--- src/rtl/clkgen_ctrl.sv ---
// Programmable divided-clock generator: period/high/phase config over valid/ready,
// start-up phase delay, registered glitch-free clk_out, reconfiguration at period boundaries.
module clkgen_ctrl #(
  parameter int unsigned CNT_W = 16
) (
  input  logic             clk,
  input  logic             rst,
  input  logic             cfg_valid,
  output logic             cfg_ready,
  input  logic [CNT_W-1:0] cfg_period,
  input  logic [CNT_W-1:0] cfg_high,
  input  logic [CNT_W-1:0] cfg_phase,
  input  logic             enable,
  output logic             clk_out,
  output logic             period_start,
  output logic             busy,
  output logic             cfg_err
);

  typedef enum logic [1:0] {
    IDLE  = 2'd0,
    PHASE = 2'd1,
    RUN   = 2'd2
  } state_t;

  localparam logic [CNT_W-1:0] ONE = CNT_W'(1);
  localparam logic [CNT_W-1:0] TWO = CNT_W'(2);

  state_t           state, state_n;
  logic [CNT_W-1:0] cnt, cnt_n;
  logic [CNT_W-1:0] pcnt, pcnt_n;
  logic [CNT_W-1:0] act_period, act_high, act_phase;
  logic [CNT_W-1:0] sh_period, sh_high, sh_phase;
  logic [CNT_W-1:0] high_n;
  logic             has_cfg, pending;
  logic             accept, cfg_ok, boundary, apply;
  logic             clk_out_n, period_start_n;

  assign cfg_ready = !pending;
  assign busy      = (state != IDLE);
  assign accept    = cfg_valid && cfg_ready;
  assign cfg_ok    = (cfg_period >= TWO) && (cfg_high != '0) && (cfg_high < cfg_period);

  always_comb begin
    state_n  = state;
    cnt_n    = cnt;
    pcnt_n   = pcnt;
    boundary = 1'b0;
    case (state)
      IDLE: begin
        if (enable && has_cfg) begin
          if (act_phase != '0) begin
            state_n = PHASE;
            pcnt_n  = '0;
          end else begin
            state_n = RUN;
            cnt_n   = '0;
          end
        end
      end
      PHASE: begin
        // An aborted start also counts as a boundary so a staged config cannot stall ready.
        if (!enable) begin
          state_n  = IDLE;
          boundary = 1'b1;
        end else if (pcnt == act_phase - ONE) begin
          state_n  = RUN;
          cnt_n    = '0;
          boundary = 1'b1;
        end else begin
          pcnt_n = pcnt + ONE;
        end
      end
      RUN: begin
        if (cnt == act_period - ONE) begin
          cnt_n    = '0;
          boundary = 1'b1;
          if (!enable) state_n = IDLE;
        end else begin
          cnt_n = cnt + ONE;
        end
      end
      default: state_n = IDLE;
    endcase

    apply          = boundary && pending;
    high_n         = apply ? sh_high : act_high;
    clk_out_n      = (state_n == RUN) && (cnt_n < high_n);
    period_start_n = (state_n == RUN) && (cnt_n == '0);
  end

  always_ff @(posedge clk or posedge rst) begin
    if (rst) begin
      state        <= IDLE;
      cnt          <= '0;
      pcnt         <= '0;
      act_period   <= '0;
      act_high     <= '0;
      act_phase    <= '0;
      sh_period    <= '0;
      sh_high      <= '0;
      sh_phase     <= '0;
      has_cfg      <= 1'b0;
      pending      <= 1'b0;
      clk_out      <= 1'b0;
      period_start <= 1'b0;
      cfg_err      <= 1'b0;
    end else begin
      state        <= state_n;
      cnt          <= cnt_n;
      pcnt         <= pcnt_n;
      clk_out      <= clk_out_n;
      period_start <= period_start_n;
      cfg_err      <= accept && !cfg_ok;
      if (apply) begin
        act_period <= sh_period;
        act_high   <= sh_high;
        act_phase  <= sh_phase;
        pending    <= 1'b0;
      end
      // pending is 0 whenever accept is possible, so staging never collides with apply.
      if (accept && cfg_ok) begin
        if (state == IDLE) begin
          act_period <= cfg_period;
          act_high   <= cfg_high;
          act_phase  <= cfg_phase;
          has_cfg    <= 1'b1;
        end else begin
          sh_period <= cfg_period;
          sh_high   <= cfg_high;
          sh_phase  <= cfg_phase;
          pending   <= 1'b1;
        end
      end
    end
  end

endmodule

--- config.mk ---
export PLATFORM = sky130hd
export DESIGN_NAME = clkgen_ctrl
export DESIGN_NICKNAME = d
export VERILOG_FILES = /design/src/rtl/clkgen_ctrl.sv
export SDC_FILE = /design/constraint.sdc
export NUM_CORES = 1
export LEC_CHECK = 0
export ABC_AREA = 0
export BUFFER_PORTS_ARGS = -buffer_cell sky130_fd_sc_hd__buf_2
export CORE_ASPECT_RATIO = 1.75
export CORE_MARGIN = 10
export CORE_UTILIZATION = 35
export CTS_BUF_LIST = sky130_fd_sc_hd__clkbuf_2 sky130_fd_sc_hd__clkbuf_4 sky130_fd_sc_hd__clkbuf_8
export CTS_CLUSTER_DIAMETER = 150
export DETAILED_ROUTE_END_ITERATION = 10
export HOLD_SLACK_MARGIN = 0.12
export SETUP_SLACK_MARGIN = 0.1
export SLEW_MARGIN = 20
export SYNTH_ARGS = -nofsm -noshare
export SYNTH_HDL_FRONTEND = slang
export SYNTH_SLANG_ARGS = --single-unit
--- constraint.sdc ---
create_clock -name clk -period 8 [get_ports clk]
set_clock_uncertainty 0.1 [all_clocks]
set_input_delay 0.4 -clock clk [delete_from_list [all_inputs] [get_ports clk]]
set_output_delay 0.4 -clock clk [all_outputs]
set_load 0.02 [all_outputs]
# Word level (Yosys, flattened, before mapping)
# Index checks and enable logic that the tools add are counted.
dict set report op_classes {
  n_addsub 4
  n_lt_le_gt_ge 3
  eq_ne 9
  n_mux 34
  bitwise_logic 1
  reduce_logical 20
}
# cell n
set ops {}
lappend ops {{two-way mux 16 bit} 18}
lappend ops {{one-hot mux 16 bit (3 select lines)} 1}
lappend ops {{adder 16 x 1 -> 16 bit (second input constant)} 2}
lappend ops {{== test 16 bit} 2}
lappend ops {{less-than comparator 16 bit} 2}
lappend ops {{one-hot mux 16 bit (2 select lines)} 1}
lappend ops {{nonzero test 16 bit} 2}
lappend ops {{subtractor 16 x 1 -> 16 bit (second input constant)} 2}
lappend ops {{greater-or-equal comparator 16 x 2 -> 1 bit (second input constant)} 1}
lappend ops {{logical NOT 16 bit} 1}
lappend ops {{two-way mux 2 bit} 6}
lappend ops {{logical AND 1 bit} 9}
lappend ops {{!= test 2 bit (second input constant)} 4}
lappend ops {{two-way mux 1 bit} 6}
lappend ops {{one-hot mux 2 bit (3 select lines)} 1}
lappend ops {{AND reduction 5 bit} 1}
lappend ops {{== test 2 bit (second input constant)} 2}
lappend ops {{AND reduction 2 bit} 2}
lappend ops {{nonzero test 2 bit} 2}
lappend ops {{== test 2 x 1 -> 1 bit (second input constant)} 1}
lappend ops {{logical NOT 1 bit} 2}
lappend ops {{logical NOT 2 bit} 1}
lappend ops {{one-hot mux 1 bit (2 select lines)} 1}
lappend ops {{inverter 1 bit} 1}
dict set report word_totals {
  ff_bits 135
  in_bits 52
  output_inout_bits 5
  word_cells 85
}

# Depth between registers and ports, before layout
dict set report logic_depth {
  word_depth 9
  ltp_mapped 24
}

# Worst setup path after synthesis
# No wires, ideal clock.
dict set report synth_timing {
  kind {register -> register}
  from {register act_period[5]}
  to {register clk_out}
  setup_ns 0.082
  arrival_ns 4.790
  t_required_ns 7.818
  path_slack_ns 3.028
  path_stages_with_launch 23
  n_path_buf 3
  synth_period_minus_slack_ns 4.972
  path_cell_list {dfrtp_1 or4_1 clkbuf_1 or4b_1 a2111oi_0 o22ai_1 a2111o_1 o32a_1 a21oi_2 buf_6 buf_6 mux2i_1 ha_1 a21o_1 a21oi_1 nor2b_1 o21ai_0 nand2b_1 a21oi_1 nor2b_1 o21ai_0 nand3_1 a31oi_1}
}
dict set report synth_between {
  elab_chain_len 8
  elab_cells_between_ends 13
  classes_between {add/sub: 1; order compare: 1; eq/ne: 2; mux: 7; reduce/logical: 2}
}
# item line
set synth_lines {}
lappend synth_lines {{from (decl)} 32} ;# logic [CNT_W-1:0] act_period, act_high, act_phase;
lappend synth_lines {{from (signal assigned)} 116} ;# act_period <= sh_period;
lappend synth_lines {{from (signal assigned)} 124} ;# act_period <= cfg_period;
lappend synth_lines {{subtractor 16 x 1 -> 16 bit (*)} 75} ;# if (cnt == act_period - ONE) begin
lappend synth_lines {{== test 16 bit (*)} 75}
lappend synth_lines {{two-way mux 1 bit} 75}
lappend synth_lines {{one-hot mux 1 bit (2 select lines)} 49} ;# case (state)
lappend synth_lines {{logical AND 1 bit} 86} ;# apply = boundary && pending;
lappend synth_lines {{two-way mux 16 bit} 87} ;# high_n = apply ? sh_high : act_high;
lappend synth_lines {{less-than comparator 16 bit} 88} ;# clk_out_n = (state_n == RUN) && (cnt_n < high_n);
lappend synth_lines {{logical AND 1 bit (*)} 88}
lappend synth_lines {{named net clk_out_n} 37} ;# logic clk_out_n, period_start_n;
lappend synth_lines {{to (signal assigned)} 112} ;# clk_out <= clk_out_n;
lappend synth_lines {{to (decl)} 14} ;# output logic clk_out,
# Mark *: on every way through the listed nets, which the timed path passes. The rest lies on a longest branch.
# A chain may end at the register's enable or synchronous reset.

# Worst setup path after layout
# Same ends and word-level chain as after synthesis.

==> impl_summary.txt <==
----------------------------------------------------
[Run status]
  Outcome ... completed

[Power and ir drop]
  Proportion of power drawn by flip-flops and latches ... about 41%
  Power per Cell Area ... 290 nW/um2
  Internal cell power ... 1.80 mW
  Proportion of total power due to net switching ... between 30% and 40%
  Comb pwr share ... between 30 and 40%
  Clock share of power ... 20.8%
  Net Sw Power ... 1.06 mW
  IR drop worst, VDD ... roughly 0.2 mV
  Design Power ... 2.86 mW
  Leakage dissipation ... 4.50 nW

[Synth]
  Mapped Avg Cell Area ... 10.2 um2
  EDFF count, synth ... 0
  Top cells by count, synth ... sky130_fd_sc_hd__dfrtp_1, sky130_fd_sc_hd__mux2_2, sky130_fd_sc_hd__mux2i_1, sky130_fd_sc_hd__inv_1, sky130_fd_sc_hd__nor2_1
  Synthesized flop and latch total ... 135
  Share of flip-flops with an asynchronous set or reset after synthesis ... 100%
  Ranking of synthesized cells by area ... sky130_fd_sc_hd__dfrtp_1, sky130_fd_sc_hd__mux2_2, sky130_fd_sc_hd__mux2i_1
  Most instantiated flip-flop cell in the synthesis netlist ... sky130_fd_sc_hd__dfrtp_1
  Share of the synthesized area in the top cell type ... 40.2%
  Cells after synthesis ... 823
  Post-synth cell types ... 68
  Fraction of the yosys area taken by sequential cells ... 40.2%
  Synthesis Warnings ... 0
  Total nets after synthesis ... 913
  Post-synth design cell area ... between 8000 and 9000 um2
  Most frequently used cell type in the post-synthesis netlist ... sky130_fd_sc_hd__dfrtp_1
  Cell type with the largest total area after synthesis ... sky130_fd_sc_hd__dfrtp_1

[Setup path]
  Critical path's slowest cell ... sky130_fd_sc_hd__or4_1
  Category of the worst setup path capture point ... flop
  CP peak stage delay ... 0.66 ns
  Required time at the endpoint of the critical path ... 8.30 ns
  Cells along the critical path ... or4_1, or4b_1, a2111oi_0, o22ai_1, a2111o_1, o32a_1, a21oi_4, buf_4, mux2i_1, ha_1, o21ai_0, nand2b_1, a21oi_1, nor2b_1, o21ai_0, nand3_1, a31oi_1
  Category of the worst setup path launch point ... flop
  Bufs and invs on worst path ... 1
  Critical Path Most Common Cell ... sky130_fd_sc_hd__o21ai_0
  Crit Path Category ... flop to flop
  Largest fanout on the critical path ... 20
  Top Family by Delay on Critical Path ... compound AO/OA/AOI/OAI gates
  Critical Path AT ... just under 6 ns

[Timing]
  Transition time of the tightest slew-check pin ... 0.983 ns
  Unrepaired setup endpoints after global routing ... no
  Total negative slack for setup checks ... 0 ns
  Slew Viols, Final ... 0
  Max-slew headroom at the worst pin ... 34.5%
  Number of hold violations in the final report ... 0
  Maximum operating frequency ... around 180 MHz
  Minimum setup slack in the final design ... approximately 2.5 ns
  Crit path time final ... 5.53 ns
  Final number of setup-violating endpoints ... 0
  Period utilization ... 69.2%

[Finish]
  Fraction of final layout cells with drive strength greater than 1 ... between 20% and 30%
  Area growth syn-to-layout ... 17.4%
  Multi-input logic area ... 4680 um2
  Layout fillers ... 2,338
  Reg area ... 3380 um2
  Post-route cell area ... approximately 9900 um2
  Post-layout net count ... 1,003
  Final Core Density ... 41.4%

[Clock network]
  Cell at the root of the clock tree ... sky130_fd_sc_hd__clkbuf_8
  Clock latency on the worst-skew pair ... 0.47 ns
  Count of clock tree sinks ... around 140
  Setup bufs post-CTS ... 0
  Clk buf depth ... 2
  Num CTS Buffers ... 17
  Register clock-pin slew on the reported worst setup and hold paths ... 0.09 ns
  CTS H-tree lvls ... 4
  CTS tree ... done
  Count of instances resized after the clock tree is built ... 0

[Global routing]
  Total grt overflow ... 0
  Largest net degree at the start of global routing ... 77
  Total Routing Usage GR ... 15.4%
  First-pass GRT wire length ... 36,900 um
  Via count of the first global-routing pass ... between 6k and 7k
  Initial antenna violation count ... 1

[Placement]
  Final weighted congestion in routability-driven placement ... 0.875
  DP Area ... 8980 um2
  Count of buffers inserted at the top-level ports ... 56
  Post-detail-place hpwl ... ~17,000 um
  Minimum setup slack after placement ... between 2 and 3 ns

[Drt]
  Total wire length after detailed routing ... 23,000 um
  Iteration-0 DRC count of the detailed router ... 446
  Drt pass-1 iters ... 5
  ANT nets after route ... 0
  Via count ... between 6k and 7k
  DRC viols ... 0
  Routed wirelength normalized by instance count ... 18.7 um
  DR vias/cell ... 5.37

[Floorplan]
  Initial standard-cell utilization of the core ... a little over a third
  Placeable core area ... 23,800 um2
  Die area ... 30,800 um2
  Die Wd ... around 140 um
  Number of standard-cell rows in the floorplan ... between 70 and 80
  I/O pin total ... 57
  Vertical extent of the die ... 225 um

[Flow run]
  Max Cap Viol ... 0

[Min path]
  Worst min-delay path class ... input pin to flop

----------------------------------------------------
==> area by class of cell <==
type | count | share of cell area, %
flip-flops and latches | 135 | 34.3
inverters | 47 | 1.84
clock buffers | 22 | 2.94
well taps | 308 | 3.91
clock inverters | 9 | 1.19
diodes | 1 | 0.0254
repair buffers | 112 | 8.30
multi-input cells | 600 | 47.5
==> path summary, 6_finish.rpt <==
check,slack [ns],depth (start not counted),endpoint,startpoint
worst max-delay path,2.47,17,clk_out,act_period[5]
worst min-delay path,0.14,2,sh_period[4],cfg_period[4]
worst max register to register,2.47,17,clk_out,act_period[5]
worst min register to register,0.40,1,sh_phase[6],sh_phase[6]
max in group asynchronous,5.94,4,pcnt[6],rst
min in group asynchronous,0.46,3,pcnt[3],rst
==> per-stage QoR <==
stage / hold WS [ns] / instances
final: 0.143 / 1234
after detailed placement: 0.390 / 1155
after global placement: 0.384 / 1155
after floorplan: 0.374 / 823
after CTS: 0.123 / 1233
after global routing: 0.137 / 1234
==> placed cells by master, fill, tap and decap left out, drive strengths merged, types with 4 or more instances in the layout <==
master,netlist,final
nor2b,7,7
or3,12,12
o31ai,5,5
o21a,4,4
mux2,81,81
mux2i,61,61
o2111ai,4,4
clkbuf,34,22
a21o,10,10
buf,7,65
or2,7,7
xor2,24,24
nand2b,9,9
nor4,21,21
nand4,15,15
inv,47,49
nor3,17,17
o211ai,9,9
nand3,17,17
nor2,41,41
and2,5,5
a21oi,27,27
a221o,4,4
dlygate4sd3,0,47
and3,12,12
or4,8,8
xnor2,24,24
a211o,6,6
dfrtp,135,135
o21ai,41,41
ha,38,38
nand3b,4,4
nand2,38,38
==> cell families after synthesis <==
group,share of synthesized area [%]
XOR/XNOR,5.27
buffers and inverters,4.30
multiplexers,18.1
AND/OR/NAND/NOR,15.7
adder cells (fa/ha/maj),5.78
AO/OA/AOI/OAI,10.6
flip-flops,40.2
==> power groups by stage <==
stage | logic [mW] | clock network [mW] | registers [mW]
floorplan | 0.876 | 0 | 1.09
global placement | 1.06 | 0 | 1.19
detailed placement | 1.07 | 0 | 1.20
CTS | 1.09 | 0.612 | 1.18
global route | 1.20 | 0.636 | 1.22
finish | 1.09 | 0.594 | 1.18
==> registers in the layout, indices dropped and copies added (netlist names), 16 cells and up <==
register / flops
act_phase: 16
sh_phase: 16
sh_period: 16
cnt: 16
act_high: 16
pcnt: 16
act_period: 16
sh_high: 16
==> timing repair <==
action	CTS	global route
endpoints found under the hold margin	130	0
hold buffers	47	0
endpoints found under the setup margin	0	0
==> metal layers <==
layer	track usage (%)	up-vias	wire, um
met5	0	-	0
met3	2.77	48	701
li1	-	3190	-
met4	8.16	0	989
met1	15.9	3235	8800
met2	28.4	156	12600
Note: power is estimated with default switching activity, not from simulation.
